File: config.mk
export PLATFORM = sky130hd
export DESIGN_NAME = eth_fcs_ctrl
export DESIGN_NICKNAME = d
export VERILOG_FILES = /design/src/rtl/eth_pkg.sv /design/src/rtl/crc32_nibble_step.sv /design/src/rtl/eth_fcs_ctrl.sv
export SDC_FILE = /design/constraint.sdc
export NUM_CORES = 1
export LEC_CHECK = 0
export BUFFER_PORTS_ARGS = -buffer_cell sky130_fd_sc_hd__clkbuf_2
export CORE_MARGIN = 5
export CORE_UTILIZATION = 60
export CTS_CLUSTER_SIZE = 12
export DETAILED_ROUTE_END_ITERATION = 6
export HOLD_SLACK_MARGIN = 0.03
export PLACE_DENSITY_LB_ADDON = 0.2
export SLEW_MARGIN = 20
export SYNTH_ARGS = -nofsm -noshare
export SYNTH_HDL_FRONTEND = slang
export SYNTH_SLANG_ARGS = --single-unit
File: constraint.sdc
create_clock -name clk -period 3.4 [get_ports clk]
set_input_delay 0.17 -clock clk [delete_from_list [all_inputs] [get_ports clk]]
set_output_delay 0.17 -clock clk [all_outputs]
set_load 0.005 [all_outputs]
File: src/rtl/eth_pkg.sv
// rtl/eth_pkg.sv - shared types and constants for the Ethernet FCS receive controller
//
// Purpose: FSM state and error-code enums, CRC constants and frame length
// limits shared by eth_fcs_ctrl and crc32_nibble_step.
// Ports: none (package).

package eth_pkg;

  typedef enum logic [1:0] {
    ST_IDLE     = 2'd0,
    ST_PREAMBLE = 2'd1,
    ST_DATA     = 2'd2,
    ST_DRAIN    = 2'd3
  } state_e;

  typedef enum logic [1:0] {
    ERR_NONE = 2'd0,
    ERR_CRC  = 2'd1,
    ERR_LEN  = 2'd2,
    ERR_ODD  = 2'd3
  } err_e;

  localparam logic [31:0] CRC_POLY    = 32'h04C1_1DB7;
  localparam logic [31:0] CRC_INIT    = 32'hFFFF_FFFF;
  // Register contents after data plus a correct (complemented) FCS.
  localparam logic [31:0] CRC_RESIDUE = 32'hC704_DD7B;

  localparam logic [11:0] MIN_NIBBLES = 12'd128;
  localparam logic [11:0] MAX_NIBBLES = 12'd3036;
  localparam logic [11:0] NIB_CNT_MAX = 12'hFFF;
  localparam logic [15:0] STAT_MAX    = 16'hFFFF;

endpackage

File: src/rtl/crc32_nibble_step.sv
// rtl/crc32_nibble_step.sv - combinational CRC-32 advance by one received nibble
//
// Purpose: advance an MSB-first CRC-32 register (poly 0x04C11DB7) by four bits.
// Ports:
//   crc_in  [31:0] in   current register value
//   d       [3:0]  in   received nibble, d[0] is the first bit on the wire
//   crc_out [31:0] out  register after the four bits

module crc32_nibble_step
  import eth_pkg::*;
(
  input  logic [31:0] crc_in,
  input  logic [3:0]  d,
  output logic [31:0] crc_out
);

  logic [31:0] c;

  // Feeding d[0] first is the same as shifting {d[0],d[1],d[2],d[3]} in
  // MSB-first, i.e. the bit-reversed nibble.
  always_comb begin
    c = crc_in;
    for (int i = 0; i < 4; i++) begin
      if (c[31] ^ d[i]) begin
        c = {c[30:0], 1'b0} ^ CRC_POLY;
      end else begin
        c = {c[30:0], 1'b0};
      end
    end
    crc_out = c;
  end

endmodule

File: src/rtl/eth_fcs_ctrl.sv
// rtl/eth_fcs_ctrl.sv - RMII-style nibble receiver with preamble strip, FCS check and statistics
//
// Purpose: strips preamble/SFD, forwards payload+FCS nibbles, checks CRC,
// length and nibble parity at end of frame and keeps saturating counters.
// Ports:
//   clk        in   system clock
//   rst_n      in   synchronous active-low reset
//   rxd[3:0]   in   receive nibble, bit0 first on wire
//   crs_dv     in   carrier/data valid, qualified by rx_strobe
//   rx_strobe  in   one-clk pulse per received nibble
//   axiod[3:0] out  forwarded nibble
//   axiov      out  axiod valid
//   frame_done out  end-of-frame pulse
//   frame_ok   out  frame good (with frame_done)
//   err_code   out  0 none, 1 CRC, 2 length, 3 odd nibble count
//   good_cnt   out  saturating good-frame count
//   bad_cnt    out  saturating bad-frame count

module eth_fcs_ctrl
  import eth_pkg::*;
(
  input  logic        clk,
  input  logic        rst_n,
  input  logic [3:0]  rxd,
  input  logic        crs_dv,
  input  logic        rx_strobe,
  output logic [3:0]  axiod,
  output logic        axiov,
  output logic        frame_done,
  output logic        frame_ok,
  output logic [1:0]  err_code,
  output logic [15:0] good_cnt,
  output logic [15:0] bad_cnt
);

  state_e      state_q, state_d;
  logic [31:0] crc_q, crc_d;
  logic [11:0] cnt_q, cnt_d;
  logic [3:0]  axiod_q, axiod_d;
  logic        axiov_q, axiov_d;
  logic        frame_done_q, frame_done_d;
  logic        frame_ok_q, frame_ok_d;
  err_e        err_q, err_d;
  logic [15:0] good_cnt_q, good_cnt_d;
  logic [15:0] bad_cnt_q, bad_cnt_d;

  logic [31:0] crc_next;
  err_e        err_sel;
  logic        start_step;

  crc32_nibble_step u_crc_step (
    .crc_in  (crc_q),
    .d       (rxd),
    .crc_out (crc_next)
  );

  // A step that would open a preamble from IDLE; also used in DRAIN so a
  // frame starting right after the previous one loses nothing.
  assign start_step = rx_strobe && crs_dv && (rxd == 4'h5);

  always_comb begin
    err_sel = ERR_NONE;
    if (cnt_q[0]) begin
      err_sel = ERR_ODD;
    end else if ((cnt_q < MIN_NIBBLES) || (cnt_q > MAX_NIBBLES)) begin
      err_sel = ERR_LEN;
    end else if (crc_q != CRC_RESIDUE) begin
      err_sel = ERR_CRC;
    end
  end

  always_comb begin
    state_d      = state_q;
    crc_d        = crc_q;
    cnt_d        = cnt_q;
    axiod_d      = axiod_q;
    axiov_d      = 1'b0;
    frame_done_d = 1'b0;
    frame_ok_d   = frame_ok_q;
    err_d        = err_q;
    good_cnt_d   = good_cnt_q;
    bad_cnt_d    = bad_cnt_q;

    case (state_q)
      ST_IDLE: begin
        if (start_step) begin
          state_d = ST_PREAMBLE;
        end
      end
      ST_PREAMBLE: begin
        if (rx_strobe) begin
          if (crs_dv && (rxd == 4'h5)) begin
            state_d = ST_PREAMBLE;
          end else if (crs_dv && (rxd == 4'hD)) begin
            state_d = ST_DATA;
            crc_d   = CRC_INIT;
            cnt_d   = 12'd0;
          end else begin
            state_d = ST_IDLE;
          end
        end
      end
      ST_DATA: begin
        if (rx_strobe) begin
          if (crs_dv) begin
            crc_d   = crc_next;
            axiod_d = rxd;
            axiov_d = 1'b1;
            if (cnt_q != NIB_CNT_MAX) begin
              cnt_d = cnt_q + 12'd1;
            end
          end else begin
            // The carrier-drop nibble carries no data and is not consumed.
            state_d = ST_DRAIN;
          end
        end
      end
      ST_DRAIN: begin
        frame_done_d = 1'b1;
        err_d        = err_sel;
        frame_ok_d   = (err_sel == ERR_NONE);
        if (err_sel == ERR_NONE) begin
          if (good_cnt_q != STAT_MAX) begin
            good_cnt_d = good_cnt_q + 16'd1;
          end
        end else begin
          if (bad_cnt_q != STAT_MAX) begin
            bad_cnt_d = bad_cnt_q + 16'd1;
          end
        end
        state_d = start_step ? ST_PREAMBLE : ST_IDLE;
      end
      default: begin
        state_d = ST_IDLE;
      end
    endcase
  end

  always_ff @(posedge clk) begin
    if (!rst_n) begin
      state_q      <= ST_IDLE;
      crc_q        <= CRC_INIT;
      cnt_q        <= 12'd0;
      axiod_q      <= 4'd0;
      axiov_q      <= 1'b0;
      frame_done_q <= 1'b0;
      frame_ok_q   <= 1'b0;
      err_q        <= ERR_NONE;
      good_cnt_q   <= 16'd0;
      bad_cnt_q    <= 16'd0;
    end else begin
      state_q      <= state_d;
      crc_q        <= crc_d;
      cnt_q        <= cnt_d;
      axiod_q      <= axiod_d;
      axiov_q      <= axiov_d;
      frame_done_q <= frame_done_d;
      frame_ok_q   <= frame_ok_d;
      err_q        <= err_d;
      good_cnt_q   <= good_cnt_d;
      bad_cnt_q    <= bad_cnt_d;
    end
  end

  assign axiod      = axiod_q;
  assign axiov      = axiov_q;
  assign frame_done = frame_done_q;
  assign frame_ok   = frame_ok_q;
  assign err_code   = err_q;
  assign good_cnt   = good_cnt_q;
  assign bad_cnt    = bad_cnt_q;

endmodule

==> flow_summary.yaml <==
run_status:
  status: "finished clean"
floorplanning:
  die-area_um2: 9149
  fp-row-count: 31
  start_util_pct: 61.01
  die_h_um: 95.65
  die_w_um: 95.65
  io_pins: 49
  core_um2: 7214
clock_tree:
  cts_buffers: 9
  holdBufCountCts: 0
  clock_latency_ns: 0.35
  cts_setup_buffers: 0
  htreeDepth: 3
  cts_num_sinks: 87
  cts.reportedPaths.clkPinSlew_ns: 0.08
  cts_tree: "done"
  post_cts_resized: 0
  clk_path_buf_depth: 2
  clock-root-buffer: "clkbuf_8"
setup_path:
  path_class: "flip-flop to flip-flop"
  cp.required_ns: 3.68
  worst_setup_path_end_kind: "flip-flop"
  worst-path-max-fanout: 20
  worstPathArrival_ns: 3.06
  crit_path_start_kind: "flip-flop"
detailed_routing:
  drtIter0Drc: 209
  vias: 4101
  first_pass_iters: 4
  final_antenna_net_count: 0
  drc: 0
  routedWlPerCell_um: 15.75
  via_per_inst: 6.214
  drt-total-wl_um: 10390
sta:
  setup_ws_ns: 0.6259
  fmax_mhz: 360.5
  worstMarginPinSlew_ns: 0.7971
  slew-limit-headroom_pct: 46.70
  tns_ns: 0
  whs_ns: 0.09952
  period_share_pct: 81.59
  setup_violations: 0
  fin_skew_ns: 0.007307
  slew_violations: 0
  period_minus_slack_ns: 2.774
  rsz0062_at_grt: "no"
  hold_violations: 0
placed_design:
  dp_slack_ns: 0.6909
  hpwlAfterDp_um: 7301
  gp_congestion: 0.8330
  dp_cells: 644
  portBuffers: 48
grt:
  grt.total_usage_pct: 23.85
  grt_pass1_vias: 3624
  overflow: 0
  antenna_found_initial: 0
  grt_pass1_wl_um: 17410
  grt_max_degree: 50
power_and_ir_drop:
  powerDensity_nw_per_um2: 385.9
  power.total_mw: 1.900
  vdd_drop_max_uv: 256.3
  p_leak_nw: 1.719
synthesis:
  synth_edf_count: 0
  netlist_area_um2: 4402
  post-synth-top-area-cell: "dfxtp_1"
  post-synth-top-count-cell: "dfxtp_1"
  synth_top_area_share_pct: 39.57
  synth_warnings: 0
  synth_common_cells: "dfxtp_1, nand2_1, a21oi_1, nor2_1, o21ai_0"
  postSynthAreaPerCell_um2: 8.481
  syn_inst: 519
  async_flop_share_pct: 0
  yosysUniqueCellTypes: 55
  ys_ff_latch: 87
  synth_ff_type: "dfxtp_1"
  synth_area_leaders: "dfxtp_1, xor2_1, nand2_1"
  yosysSeqAreaShare_pct: 39.57
  syn-num-nets: 531
finish:
  nets: 568
  layout.cells.non_filler: 660
  antenna_cells: 0
  areaGrowthSynthToFinish_pct: 11.88
  drive_gt1_share_pct: 13.73
job:
  maxCapViolCount: 0
hold_path:
  hold_class: "input pin to flip-flop"
## cell usage in the layout (no fill, tap or decap), types with 3 or more instances in the layout
cell type,synthesis,final
clkbuf_8,0,9
o21a_1,5,5
or4_1,18,18
nand2b_1,13,13
nand2_1,46,46
a31oi_1,4,4
xor2_1,21,21
a2bb2oi_1,8,8
o31a_1,4,4
nand3_1,22,22
clkbuf_2,0,48
dfxtp_1,87,87
buf_4,0,8
mux2i_1,11,11
inv_1,10,10
nor2_1,30,30
o41ai_1,3,3
and3_1,7,7
o22ai_1,8,8
a21oi_1,32,32
nand4_1,16,16
o21ai_0,30,29
and2_1,3,3
ha_1,4,4
or3_1,8,8
xnor2_1,16,16
and4_1,3,3
nor3_1,18,18
nor4_1,14,14
o31ai_1,16,16
## critical path, stage by stage (launching register included)
cell and delay, ns:
dfxtp_1 0.36, inv_1 0.12, ha_1 0.15, and4b_1 0.19, nor3_1 0.56, o2111ai_2 0.52, or4_1 0.65, a21oi_1 0.15
## per-layer routing
| metal | vias to the layer above | global-route usage [%] | wire length (um) |
|---|---|---|---|
| li1 | 2003 | - | - |
| met1 | 1948 | 31.93 | 4639 |
| met2 | 137 | 38.91 | 5029 |
| met4 | 0 | 8.649 | 132 |
| met5 | - | 0 | 0 |
| met3 | 13 | 3.552 | 590 |
## kinds of logic (layout without fill, tap and decap cells)
group | Yosys count | count (layout) | synth area share (%)
XOR/XNOR | 37 | 37 | 7.362
AND/OR/NAND/NOR | 217 | 217 | 27.89
flip-flops | 87 | 87 | 39.57
buffers and inverters | 41 | 83 | 3.695
adder cells (fa/ha/maj) | 4 | 4 | 1.137
multiplexers | 11 | 11 | 2.502
AO/OA/AOI/OAI | 122 | 122 | 17.85
## registers in the layout, indices dropped and copies added, names as in the netlist, named ones only
signal and count:
axiod 4, axiov 1, bad_cnt 16, cnt_q 12, crc_q 32, err_code 2, frame_done 1, frame_ok 1
good_cnt 16, state_q 1
## path summary, 6_finish.rpt
path	start	end	slack, ns	cells past startpoint
max	cnt_q[0]	good_cnt[14]	0.63	7
min	rxd[0]	axiod[0]	0.1	3
max reg2reg	cnt_q[0]	good_cnt[14]	0.63	7
min reg2reg	axiod[0]	axiod[0]	0.46	2
## stage by stage
step / utilization, % / instance area [um2]
2_1_floorplan: - / 4402
3_3_place_gp: 65.21 / 4705
3_5_place_dp: 65.21 / 4705
4_1_cts: 68.16 / 4917
5_1_grt: 68.26 / 4925
6_report: 68.26 / 4925
## power breakdown
part           switching, mW  internal, mW  total, mW  leakage (nW)
combinational         0.0619        0.0347     0.0966         0.914
sequential          0.000124          1.02       1.02         0.702
clock                  0.370         0.416      0.786         0.104
total                  0.432          1.47       1.90          1.72
## area by class of cell
cell class	count	area [um2]
multi-input cells	391	2505
fillers	595	2290
flip-flops and latches	87	1742
repair buffers	56	300.3
clock buffers	11	131.4
well taps	99	123.9
clock inverters	5	81.33
inverters	11	41.29
No activity file was read; power rests on OpenSTA's default activity.
